==> config.mk <==
export PLATFORM = sky130hd
export DESIGN_NAME = ssd_share_arbiter
export DESIGN_NICKNAME = d
export VERILOG_FILES = /design/src/rtl/ssd_share_arbiter.sv
export SDC_FILE = /design/constraint.sdc
export NUM_CORES = 1
export LEC_CHECK = 0
export BUFFER_PORTS_ARGS = -buffer_cell sky130_fd_sc_hd__buf_2
export CORE_MARGIN = 8
export CORE_UTILIZATION = 51
export DETAILED_ROUTE_END_ITERATION = 7
export HOLD_SLACK_MARGIN = 0.03
export PLACE_DENSITY = 0.91
export SYNTH_ARGS = -nofsm -noshare
export SYNTH_HDL_FRONTEND = slang
export SYNTH_SLANG_ARGS = --single-unit
==> constraint.sdc <==
create_clock -name clk -period 3.02 [get_ports clk]
set_input_delay 0.302 -clock clk [delete_from_list [all_inputs] [get_ports clk]]
set_output_delay 0.302 -clock clk [all_outputs]
set_load 0.05 [all_outputs]
==> src/rtl/ssd_share_arbiter.sv <==
// Round-robin owner arbitration of the 8-digit seven-segment display between two requesters,
// with a minimum-tenure timer to prevent flicker and a default word when idle.
module ssd_share_arbiter #(
    parameter int unsigned HOLD_CYCLES  = 100_000_000,
    parameter logic [31:0] DEFAULT_WORD = 32'h0000_0000
) (
    input  logic        clk,
    input  logic        rst_n,
    input  logic [1:0]  req,
    input  logic [31:0] data0,
    input  logic [31:0] data1,
    output logic [1:0]  gnt,
    output logic [31:0] disp_word,
    output logic        owner_chg
);

    localparam int unsigned CNT_W = (HOLD_CYCLES > 1) ? $clog2(HOLD_CYCLES) : 1;
    localparam logic [CNT_W-1:0] CNT_MAX = CNT_W'(HOLD_CYCLES - 1);

    typedef enum logic [1:0] {
        IDLE = 2'd0,
        OWN0 = 2'd1,
        OWN1 = 2'd2
    } state_t;

    state_t           state;
    state_t           state_nxt;
    logic             pri;
    logic             pri_nxt;
    logic [CNT_W-1:0] cnt;
    logic [CNT_W-1:0] cnt_nxt;
    logic [1:0]       gnt_nxt;
    logic [31:0]      disp_nxt;
    logic             chg_nxt;
    logic             tenure_done;

    // State, priority pointer, tenure counter and registered outputs
    always_ff @(posedge clk or negedge rst_n) begin
        if (!rst_n) begin
            state     <= IDLE;
            pri       <= 1'b0;
            cnt       <= '0;
            gnt       <= 2'b00;
            disp_word <= DEFAULT_WORD;
            owner_chg <= 1'b0;
        end else begin
            state     <= state_nxt;
            pri       <= pri_nxt;
            cnt       <= cnt_nxt;
            gnt       <= gnt_nxt;
            disp_word <= disp_nxt;
            owner_chg <= chg_nxt;
        end
    end

    // Next-state decision and next values of every register
    always_comb begin
        state_nxt   = state;
        pri_nxt     = pri;
        cnt_nxt     = '0;
        gnt_nxt     = 2'b00;
        disp_nxt    = DEFAULT_WORD;
        chg_nxt     = 1'b0;
        tenure_done = (cnt >= CNT_MAX);

        case (state)
            IDLE: begin
                case (req)
                    2'b01:   state_nxt = OWN0;
                    2'b10:   state_nxt = OWN1;
                    2'b11:   state_nxt = pri ? OWN1 : OWN0;
                    default: state_nxt = IDLE;
                endcase
            end
            OWN0: begin
                if (!req[0]) begin
                    state_nxt = req[1] ? OWN1 : IDLE;
                end else if (tenure_done && req[1]) begin
                    state_nxt = OWN1;
                end
            end
            OWN1: begin
                if (!req[1]) begin
                    state_nxt = req[0] ? OWN0 : IDLE;
                end else if (tenure_done && req[0]) begin
                    state_nxt = OWN0;
                end
            end
            default: state_nxt = IDLE;
        endcase

        case (state_nxt)
            OWN0: begin
                gnt_nxt  = 2'b01;
                disp_nxt = data0;
            end
            OWN1: begin
                gnt_nxt  = 2'b10;
                disp_nxt = data1;
            end
            default: begin
                gnt_nxt  = 2'b00;
                disp_nxt = DEFAULT_WORD;
            end
        endcase

        // A fresh grant restarts tenure and hands priority to the other requester
        if (state_nxt != IDLE) begin
            if (state_nxt != state) begin
                cnt_nxt = '0;
                pri_nxt = (state_nxt == OWN0);
            end else if (!tenure_done) begin
                cnt_nxt = cnt + CNT_W'(1);
            end else begin
                cnt_nxt = cnt;
            end
        end

        chg_nxt = (gnt_nxt != gnt);
    end

endmodule

# Word level (Yosys, flattened, before mapping)
# Cells that the tools add are included.
# word_totals
regBits	65
input_bits	68
output_inout_bits	35
word_cells	37
# classes
n_addsub	1
magnitude_cmp	1
eq_ne	10
mux	14
n_reduce_logical	5
# ops
cell	n
27-bit 2-to-1 mux	3
32-bit one-hot mux with 2 select lines	1
27-bit by 1-bit adder with 27-bit output, second input constant	1
27-bit >= comparator, second input constant	1
2-bit 2-to-1 mux	6
2-bit one-hot mux with 3 select lines	2
2-bit equality test, second input constant	4
2-bit by 1-bit equality test with 1-bit output, second input constant	3
2-bit inequality test	2
2-bit one-hot mux with 2 select lines	1
3-bit by 2-bit inequality test with 1-bit output, second input constant	1
1-bit logical AND	2
2-bit logical NOT	1
2-bit AND reduction	1
2-bit nonzero test	1
1-bit 2-to-1 mux	1

# Longest topological paths before layout
# Gate-level depths: netlist (run 1).
# logic_depth
depth_word	8
mapped_depth	12
mapped_depth_nobuf	11

# Worst setup path after synthesis (run 1)
# OpenSTA, ideal clock, no wires.
# synth_path
path_type	register to register
start	reg cnt[0]
end	reg pri
setup_time_ns	0.125
arrival_time_ns	2.468
required_time_ns	2.895
setup_slack_ns	0.428
stages_incl_launch_ff	12
n_path_buf	2
period_less_slack_ns	2.592
path_cell_list	dfrtp_1 ha_1 a21oi_1 o31ai_1 nand3b_4 nand2_2 mux2i_1 o211ai_1 ha_1 clkbuf_1 clkbuf_1 mux2_2
# synth_via
elab_chain_cells	7
elab_cells_between_ends	12
classes_between	order compare: 1; eq/ne: 2; mux: 5; reduce/logical: 4
# synth_lines
item	line	source
start, declared	30	logic [CNT_W-1:0] cnt;
start signal, assigned	49	cnt <= cnt_nxt;
27-bit >= comparator (*)	64	tenure_done = (cnt >= CNT_MAX);
1-bit logical AND (on tied branches)	85, 78	
2-bit 2-to-1 mux (on tied branches)	85, 78	
2-bit 2-to-1 mux (on tied branches)	83, 76	
2-bit one-hot mux with 3 select lines (*)	66	case (state)
2-bit inequality test / 2-bit nonzero test (equally long branches)	109, 108	
2-bit AND reduction (no source line)	n/a	
end signal, assigned	48	pri <= pri_nxt;
end, declared	28	logic pri;
# Every way passes the cells marked *; elsewhere a longest branch is shown, timed or not.
# A chain may end at the register's enable or synchronous reset.

# Final worst setup path (run 1)
# layout_path
start	reg cnt[25]
end	reg pri
# The elaborated chain is that of the path after synthesis.

==> results.ini, run 1 <==
[setup_path]
crit_path_end_kind = flip-flop
critical_path.n_buffers_inverters = 0
worst-endpoint-arrival_ns = 2.97
worst-setup-path-type = reg -> reg
cell_chain_critical_path = nand4bb_1 > or3_1 > o22a_2 > nand2_2 > mux2i_1 > o211ai_1 > ha_2 > nor2_1 > a21oi_1 > mux2_2
worst_r2r_startpoint = cnt[25]$_DFFE_PN0P_
r2r-end = pri$_DFFE_PN0P_
critical-path-slowest-cell = sky130_fd_sc_hd__dfrtp_1
crit_path_max_incr_delay_ns = 0.42
r2r.worst_path.cells = 10
worst_setup_path_start_kind = flip-flop
endpoint = pri$_DFFE_PN0P_
crit_start = cnt[25]$_DFFE_PN0P_
critical_path.max_fanout = 5
worst-r2r-setup-slack_ns = 0.26
crit_family = simple AND/OR/NAND/NOR gates
cp_required_ns = 3.24
critical_path_depth = 10

[floorplanning]
count_of_standard_cell_rows = 29
fp.coreArea_mm2 = 0.006241
dieWidth_um = 95.53
floorplan.io_pins = 103
design.die.area_mm2 = 0.009125
die_h_um = 95.53
start_util_pct = 51.68

[cts]
path_clk_slew_ns = 0.07
clkLatencyLatePin_ns = 0.33
cts_root_buffer = sky130_fd_sc_hd__clkbuf_8
cts-resized-gates = 0
clk_path_buf_depth = 2
cts_tree = done
cts-htree-levels = 3
cts_hold_repair.buffers = 0
cts_made_buffers = 9
cts_setup_buffers = 0
cts_sinks = 65

[sta]
timing.final.setup_violations = 0
hold_viol = 0
hold_ws_ns = 0.1211
final_period_minus_worst_setup_slack_ns = 2.756
rsz_0062_raised_after_global_routing = no
worst_slew_margin_rel_pct = 48.20
timing.clock.skew_ns = 0.007013
setup-tns-final_ns = 0
final_min_period_over_clock_period_pct = 91.26
worst_pin_slew_ns = 0.7771
final_max_slew_viol_count = 0
clock.fmax_mhz = 362.8

[synthesis]
synth_top_family_by_area = simple AND/OR/NAND/NOR gates
synthArstFlopShare_pct = 100.0
syn_avg_cell_area_um2 = 10.21
synth.cell_area_mm2 = 0.003226
dominantRegCellSynth = sky130_fd_sc_hd__dfrtp_1
xor_and_xnor_area_share_after_synthesis_pct = 6.788
synthAdderAreaFrac_pct = 2.327
mappedNetlistNets = 390
netlist_instances = 316
yosys_warnings = 0
yosysUniqueCellTypes = 46
yosys.area_share.simple_pct = 22.03
synth.area.mux_share_pct = 0.9697
synth_compound_gate_area_share_pct = 13.81
ys_seq_area_share_pct = 50.43
synth_edf_count = 0
synth.ff_latch_count = 65

[layout]
antenna_cells = 0
fillerInstances = 468
area_growth_syn_to_layout_pct = 24.32
fin_cells = 499
finalInstanceArea_mm2 = 0.004010
nets = 491
layout_cells_sized_above_1_pct = 32.23

[place]
place.detailed.hpwl_mm = 5.832
globalplace.congestion = 0.8444
post_dp_cell_area_mm2 = 0.003794
dpl.cell_count = 483
place.port_buffers = 102

[global_route]
grt_max_degree = 66
grt_pass1_wl_mm = 12.79
grt_antenna_before_repair = 0
grtUsageTotal_pct = 17.84
gr-total-overflow = 0
first_global_vias = 2827

[run_status]
outcome = finished, final reports clean

[route]
remaining_drc_errors = 0
drt.antenna.violating_nets = 0
drt-initial-drc-count = 252
drt_pass1_iterations = 4
detail_route.wl_per_cell_um = 15.68
detailed_route_wire_length_mm = 7.826
vias = 2754
route.detailed.vias_per_inst = 5.519

[min_path]
timing.hold.worst.class = in -> async

[pwr]
worst_ir_drop_on_vdd_mv = 0.3756
power.density_mw_per_mm2 = 608.8
power_leakage_uw = 0.001973

[flow_run]
cap_viol_max_count = 0

## power breakdown
part / switching, uW / total [uW] / internal [uW]
sequential: 44.0 / 994 / 950
clock: 322 / 748 / 427
combinational: 480 / 698 / 218
total: 846 / 2440 / 1600
## cell usage after synthesis, types with 2 or more instances
library cell | count | share of area (%)
sky130_fd_sc_hd__a21oi_1 | 9 | 1.4
sky130_fd_sc_hd__a22oi_1 | 32 | 7.4
sky130_fd_sc_hd__a31oi_1 | 2 | 0.39
sky130_fd_sc_hd__and3_1 | 7 | 1.4
sky130_fd_sc_hd__buf_6 | 2 | 0.70
sky130_fd_sc_hd__clkbuf_1 | 15 | 1.7
sky130_fd_sc_hd__dfrtp_1 | 65 | 50
sky130_fd_sc_hd__ha_1 | 6 | 2.3
sky130_fd_sc_hd__inv_1 | 7 | 0.81
sky130_fd_sc_hd__mux2i_1 | 2 | 0.62
sky130_fd_sc_hd__nand2_1 | 13 | 1.5
sky130_fd_sc_hd__nand3_1 | 16 | 2.5
sky130_fd_sc_hd__nand3_2 | 2 | 0.62
sky130_fd_sc_hd__nand4_1 | 7 | 1.4
sky130_fd_sc_hd__nor2_1 | 31 | 3.6
sky130_fd_sc_hd__nor2b_1 | 32 | 6.2
sky130_fd_sc_hd__nor3_1 | 11 | 1.7
sky130_fd_sc_hd__o21ai_0 | 4 | 0.62
sky130_fd_sc_hd__o21ba_1 | 2 | 0.62
sky130_fd_sc_hd__or3_1 | 2 | 0.39
sky130_fd_sc_hd__xnor2_1 | 10 | 2.7
sky130_fd_sc_hd__xor2_1 | 15 | 4.1
## kinds of logic after synthesis
| family | count (synthesis) |
|---|---|
| and+or+nand+nor | 130 |
| DFF | 65 |
| AOI/OAI and AO/OA | 61 |
| buffers and inverters | 26 |
| xor gates and xnor gates | 25 |
| adders and majority gates | 6 |
| muxes | 3 |
## per-stage QoR
stage | setup WS, ns | util, % | power (uW)
floorplan | 0.4278 | - | 1520
global placement | 0.1621 | 60.79 | 1681
detailed placement | 0.06260 | 60.79 | 1708
CTS | 0.03854 | 64.09 | 2457
global route | 0.08251 | 64.25 | 2562
finish | 0.2639 | 64.25 | 2441
## layout make-up
type	count	area, um2	share of cell area (%)
sequential	65	1627	40.56
multi-input combinational	225	1491	37.19
timing repair buffer	109	563.0	14.04
clock buffer	12	155.1	3.869
tap	77	96.34	2.402
clock inverter	4	51.30	1.279
inverter	7	26.28	0.6552
## metal layers
metal / vias up / part of all wire (%) / global-route usage, %
met1: 1298 / 41 / 21.74
met3: 13 / 8.8 / 6.614
li1: 1321 / - / -
met5: - / 0 / 0
met2: 122 / 49 / 27.03
met4: 0 / 1.9 / 9.347
## worst min-delay path by stage
stage / end / slack (ns) / depth (start not counted)
2_1_floorplan: cnt[0]$_DFFE_PN0P_ / 0.006 / 0
3_3_place_gp: owner_chg$_DFF_PN0_ / 0.48 / 2
3_5_place_dp: cnt[21]$_DFFE_PN0P_ / 0.52 / 2
4_1_cts: cnt[21]$_DFFE_PN0P_ / 0.16 / 2
5_1_grt: cnt[21]$_DFFE_PN0P_ / 0.22 / 2
6_report: cnt[21]$_DFFE_PN0P_ / 0.12 / 2
## placed cells by master, fill, tap and decap left out, drive strengths merged, types with 2 or more instances in the layout
cell type  Yosys  routed
buf            4     109
dfrtp         65      65
a22oi         32      32
nor2b         32      32
nor2          31      31
nand3         18      18
xor2          15      15
nand2         14      14
clkbuf        15      12
nor3          11      11
xnor2         10      10
a21oi          9       9
nand4          8       8
inv            7       7
and3           7       7
ha             6       6
o21ai          4       4
or3            2       2
a31oi          2       2
mux2i          2       2
o21ba          2       2
or2            2       2
nor4           2       2
clkinv         0       2
## flip-flops by register name, summed over array words and instances, names as in the netlist
name,cells
gnt,2
owner_chg,1
pri,1
disp_word,32
cnt,27
state,2
Power figures use the tool's default switching activity.
==> run 2, diff against run 1 <==
--- a/config.mk
+++ b/config.mk
@@ -10,7 +10,7 @@
 export CORE_UTILIZATION = 51
 export DETAILED_ROUTE_END_ITERATION = 7
 export HOLD_SLACK_MARGIN = 0.03
-export PLACE_DENSITY = 0.91
+export PLACE_DENSITY = 0.86
 export SYNTH_ARGS = -nofsm -noshare
 export SYNTH_HDL_FRONTEND = slang
 export SYNTH_SLANG_ARGS = --single-unit
==> results.ini, run 2 (synthesis gave the netlist of run 1 again) <==
[place]
dp_slack_ns = 0.01635
place.detailed.hpwl_mm = 5.904
place.port_buffers = 102
post_dp_cell_area_mm2 = 0.003801
globalplace.congestion = 0.8959

[sta]
clock.fmax_mhz = 354.5
setup-tns-final_ns = 0
worst_slew_margin_rel_pct = 56.31
rsz_0062_raised_after_global_routing = no
final_max_slew_viol_count = 0
final_min_period_over_clock_period_pct = 93.41
worst_pin_slew_ns = 0.6553
final_period_minus_worst_setup_slack_ns = 2.821
timing.final.setup_violations = 0
timing.clock.skew_ns = 0.01438
hold_viol = 0
layout_setup_ws_ns = 0.1989

[run_status]
outcome = finished, final reports clean

[pwr]
switching_share_pct = 33.63
netSwitchingPower_uw = 873.1
sequentialPowerShare_pct = 38.2
worst_ir_drop_on_vdd_mv = 0.4268
internal_power_uw = 1724
power_leakage_uw = 0.001993
power_frac_comb_pct = 27.0
power.density_mw_per_mm2 = 639.3
power.share.clock_pct = 34.8

[global_route]
gr-total-overflow = 0
grtUsageTotal_pct = 18.42
grt_pass1_wl_mm = 13.04
first_global_vias = 2832
grt_antenna_before_repair = 0
grt_max_degree = 34

[setup_path]
worst_r2r_startpoint = cnt[25]$_DFFE_PN0P_
worst-setup-path-type = reg -> reg
worst-r2r-setup-slack_ns = 0.20
r2r.worst_path.cells = 10
cell_chain_critical_path = nand4bb_1 > or3_1 > o22a_2 > nand2_2 > mux2i_1 > o211ai_1 > ha_2 > or2_1 > buf_4 > nor2_1
crit_path_max_incr_delay_ns = 0.42
crit_path_end_kind = flip-flop
worst_setup_path_start_kind = flip-flop
r2r-end = cnt[22]$_DFFE_PN0P_
endpoint = cnt[22]$_DFFE_PN0P_
crit_start = cnt[25]$_DFFE_PN0P_
critical-path-slowest-cell = sky130_fd_sc_hd__dfrtp_1
worst-endpoint-arrival_ns = 3.08
critical_path.max_fanout = 11
cp_required_ns = 3.28

[layout]
antenna_cells = 0
reg.largest.list = disp_word: 32 flops, cnt: 27 flops
largest_reg_flops = 32
layout_common_cells = sky130_fd_sc_hd__buf_2, sky130_fd_sc_hd__dfrtp_1, sky130_fd_sc_hd__a22oi_1, sky130_fd_sc_hd__nor2b_1, sky130_fd_sc_hd__nor2_1
finalInstanceArea_mm2 = 0.004061
most_common_cell_after_layout_fill_and_taps_aside = sky130_fd_sc_hd__buf_2
finalCoreUtilization_pct = 65.08
max_flop_register = disp_word
nets = 493
area_growth_syn_to_layout_pct = 25.91
layout_cells_sized_above_1_pct = 32.08

[floorplanning]
dieWidth_um = 95.53
count_of_standard_cell_rows = 29
design.die.area_mm2 = 0.009125
die_h_um = 95.53
floorplan.io_pins = 103
fp.coreArea_mm2 = 0.006241
start_util_pct = 51.68

[cts]
cts_tree = done
cts_sinks = 65
path_clk_slew_ns = 0.08
cts_root_buffer = sky130_fd_sc_hd__clkbuf_8
cts_made_buffers = 9
clkLatencyLatePin_ns = 0.35
cts-htree-levels = 3
clk_path_buf_depth = 2

[route]
remaining_drc_errors = 0
drt-initial-drc-count = 129
detailed_route_wire_length_mm = 7.954
drt_pass1_iterations = 4
drt.antenna.violating_nets = 0
vias = 2685
detail_route.wl_per_cell_um = 15.88
route.detailed.vias_per_inst = 5.359

[flow_run]
cap_viol_max_count = 0

[min_path]
timing.hold.worst.class = in -> reg

-- run 2: metal layers --
metal,global-route usage [%],wire (um),up-vias
li1,-,-,1320
met1,21.69,3352,1255
met2,28.11,3831,99
met3,8.661,626,11
met4,8.195,144,0
met5,0,0,-
-- run 2: final cells by class --
class / count / area [um2]
Clock inverter: 6 / 115.1
Inverter: 7 / 26.28
Clock buffer: 10 / 127.6
Fill cell: 495 / 2180
Timing Repair Buffer: 111 / 580.6
Sequential cell: 65 / 1627
Tap cell: 77 / 96.34
Multi-Input combinational cell: 225 / 1489
-- run 2: stage by stage --
stage	hold WS, ns	cells	power (uW)
CTS	0.2051	501	2612
finish	0.2180	501	2597
floorplan	0.006409	316	1520
global placement	0.3547	484	1689
global route	0.2161	501	2713
detailed placement	0.3672	484	1711
-- run 2: power groups by stage --
stage / sequential [uW] / clock (uW) / combinational, uW
finish: 991 / 904 / 701
floorplan: 1240 / 0 / 279
global route: 1000 / 960 / 751
detailed placement: 1010 / 0 / 703
global placement: 1000 / 0 / 684
CTS: 991 / 914 / 707
-- run 2: worst max-delay path, delay by kind of cell (launching register included) --
kind	cells	cell delay, ns
compound gates	2	0.42
mux	1	0.24
fa+ha+maj	1	0.23
flops	1	0.42
simple gates	5	1.23
buf+inv	1	0.21
-- run 2: how the worst min path moves through the flow --
stage | endpoint | slack [ns] | cells past startpoint | from
after floorplan | cnt[0]$_DFFE_PN0P_ | 0.006 | 0 | rst_n
after global placement | cnt[20]$_DFFE_PN0P_ | 0.35 | 1 | rst_n
after detailed placement | cnt[20]$_DFFE_PN0P_ | 0.37 | 1 | rst_n
after CTS | disp_word[30]$_DFF_PN0_ | 0.21 | 3 | data0[30]
after global routing | disp_word[30]$_DFF_PN0_ | 0.22 | 3 | data0[30]
final | disp_word[15]$_DFF_PN0_ | 0.22 | 3 | data0[15]
-- run 2: repair_timing --
action	CTS	global route
endpoints found under the setup margin	2	34
setup buffers	0	0
gates resized for setup	1	1
hold endpoints to repair	27	0
hold buffers	1	0
==> run 3, diff against run 2 <==
--- a/config.mk
+++ b/config.mk
@@ -10,7 +10,7 @@
 export CORE_UTILIZATION = 51
 export DETAILED_ROUTE_END_ITERATION = 7
 export HOLD_SLACK_MARGIN = 0.03
-export PLACE_DENSITY = 0.86
+export PLACE_DENSITY = 0.8
 export SYNTH_ARGS = -nofsm -noshare
 export SYNTH_HDL_FRONTEND = slang
 export SYNTH_SLANG_ARGS = --single-unit
==> results.ini, run 3 (synthesis gave the netlist of run 1 again) <==
[cts]
cts_tree = done
cts_setup_buffers = 0
clk_path_buf_depth = 2
cts_sinks = 65
cts-htree-levels = 3
path_clk_slew_ns = 0.07
clkLatencyLatePin_ns = 0.35
cts_root_buffer = sky130_fd_sc_hd__clkbuf_8
cts_made_buffers = 9

[place]
place.detailed.hpwl_mm = 6.022
post_dp_cell_area_mm2 = 0.003801
place.port_buffers = 102
globalplace.congestion = 0.9024

[global_route]
grt_antenna_before_repair = 0
gr-total-overflow = 0
grtUsageTotal_pct = 18.55
grt_max_degree = 34
grt_pass1_wl_mm = 13.11
first_global_vias = 2838

[floorplanning]
fp.coreArea_mm2 = 0.006241
floorplan.io_pins = 103
design.die.area_mm2 = 0.009125
dieWidth_um = 95.53
start_util_pct = 51.68
die_h_um = 95.53
count_of_standard_cell_rows = 29

[sta]
final_period_minus_worst_setup_slack_ns = 2.769
clock.fmax_mhz = 361.2
rsz_0062_raised_after_global_routing = no
final_max_slew_viol_count = 0
timing.clock.skew_ns = 0.006748
timing.final.setup_violations = 0
worst_pin_slew_ns = 0.6103
hold_viol = 0
worst_slew_margin_rel_pct = 59.27
setup-tns-final_ns = 0
final_min_period_over_clock_period_pct = 91.68

[setup_path]
cell_chain_critical_path = ha_1 > a21oi_1 > o31ai_2 > nand3b_4 > nand2_2 > mux2i_1 > o211ai_1 > ha_2 > or2_1 > buf_4 > a21oi_1
worst-r2r-setup-slack_ns = 0.25
r2r.worst_path.cells = 11
crit_start = cnt[0]$_DFFE_PN0P_
r2r-end = cnt[1]$_DFFE_PN0P_
crit_path_max_incr_delay_ns = 0.46
worst_setup_path_start_kind = flip-flop
worst-endpoint-arrival_ns = 3.04
crit_path_end_kind = flip-flop
worst_r2r_startpoint = cnt[0]$_DFFE_PN0P_
cp_required_ns = 3.29
critical_path.max_fanout = 14
cp_common_cell = sky130_fd_sc_hd__a21oi_1
worst-setup-path-type = reg -> reg
critical-path-slowest-cell = sky130_fd_sc_hd__dfrtp_1

[layout]
most_common_cell_after_layout_fill_and_taps_aside = sky130_fd_sc_hd__buf_2
area_growth_syn_to_layout_pct = 24.09
nets = 493
largest_reg_flops = 32
reg.largest.list = disp_word: 32 flops, cnt: 27 flops
antenna_cells = 0
finalInstanceArea_mm2 = 0.004003
layout_common_cells = sky130_fd_sc_hd__buf_2, sky130_fd_sc_hd__dfrtp_1, sky130_fd_sc_hd__a22oi_1, sky130_fd_sc_hd__nor2b_1, sky130_fd_sc_hd__nor2_1
layout_cells_sized_above_1_pct = 32.15
max_flop_register = disp_word

[pwr]
power_leakage_uw = 0.001967
power.share.clock_pct = 29.5
p_total_uw = 2404
sequentialPowerShare_pct = 41.3
worst_ir_drop_on_vdd_mv = 0.4157
netSwitchingPower_uw = 861.8
power_frac_comb_pct = 29.3
power.density_mw_per_mm2 = 600.6
switching_share_pct = 35.85
internal_power_uw = 1542

[route]
drt.antenna.violating_nets = 0
detailed_route_wire_length_mm = 7.972
detail_route.wl_per_cell_um = 15.94
drt-initial-drc-count = 104
drt_pass1_iterations = 4
remaining_drc_errors = 0
route.detailed.vias_per_inst = 5.528
vias = 2764

[min_path]
worst_hold_path.num_cells = 3
min-delay-start = data0[16]
timing.hold.worst.class = in -> reg
worst_hold_path.endpoint = disp_word[16]$_DFF_PN0_

[flow_run]
cap_viol_max_count = 0

[run_status]
outcome = finished, final reports clean

-- run 3: changes by cell type in the layout (fill, tap and decap cells not counted), sizes merged --
| cell | previous run | this run |
|---|---|---|
| bufinv | 3 | 1 |
| clkinv | 1 | 3 |
| clkbuf | 10 | 9 |
| clkinvlp | 1 | 2 |
| inv | 8 | 7 |
-- run 3: per-stage QoR --
step | hold slack (ns) | utilization (%) | worst slack (ns) | instances
after global routing | 0.2195 | 64.13 | 0.03358 | 500
after floorplan | 0.006409 | - | 0.4278 | 316
final | 0.2177 | 64.13 | 0.2514 | 500
after global placement | 0.3213 | 60.91 | 0.2416 | 484
after CTS | 0.2021 | 64.01 | 0.03344 | 500
after detailed placement | 0.3270 | 60.91 | 0.06764 | 484
-- run 3: what timing repair did --
item | in CTS | in global routing
hold endpoints to repair | 23 | 0
hold buffers | 1 | 0
gates resized for setup | 0 | 2
endpoints found under the setup margin | 0 | 55
-- run 3: routing by layer --
metal | track usage, % | share of wire (%)
met5 | 0 | 0
met4 | 10.63 | 2.1
met3 | 7.874 | 9.1
met2 | 27.54 | 47
met1 | 22.11 | 42
-- run 3: critical path: cells and delay by family (launching register included) --
kind            cells  cell delay, ns
compound gates      4            0.67
buf+inv             1            0.22
mux                 1            0.27
simple gates        3            0.56
flops               1            0.46
fa+ha+maj           2            0.53
-- run 3: how the worst max path moves through the flow --
stage                               to  slack (ns)  cells after the start
2_1_floorplan          pri$_DFFE_PN0P_        0.43                     11
3_3_place_gp    disp_word[1]$_DFF_PN0_        0.24                      9
3_5_place_dp   disp_word[29]$_DFF_PN0_        0.07                      9
4_1_cts        disp_word[29]$_DFF_PN0_        0.03                      9
5_1_grt             cnt[1]$_DFFE_PN0P_        0.03                     11
6_report            cnt[1]$_DFFE_PN0P_        0.25                     11
-- run 3: power groups by stage --
stage | sequential [uW] | clock (uW) | combinational, uW
after floorplan | 1240 | 0 | 279
after global placement | 1000 | 0 | 691
after detailed placement | 1010 | 0 | 705
after CTS | 992 | 728 | 707
after global routing | 1000 | 765 | 762
final | 992 | 708 | 704
-- run 3: area by class of cell --
type                    instances  area, um2
flip-flops and latches         65       1627
clock inverters                 6      60.06
well taps                      77      96.34
fillers                       519       2238
repair buffers                111      580.6
inverters                       7      26.28
multi-input cells             225       1489
clock buffers                   9      123.9
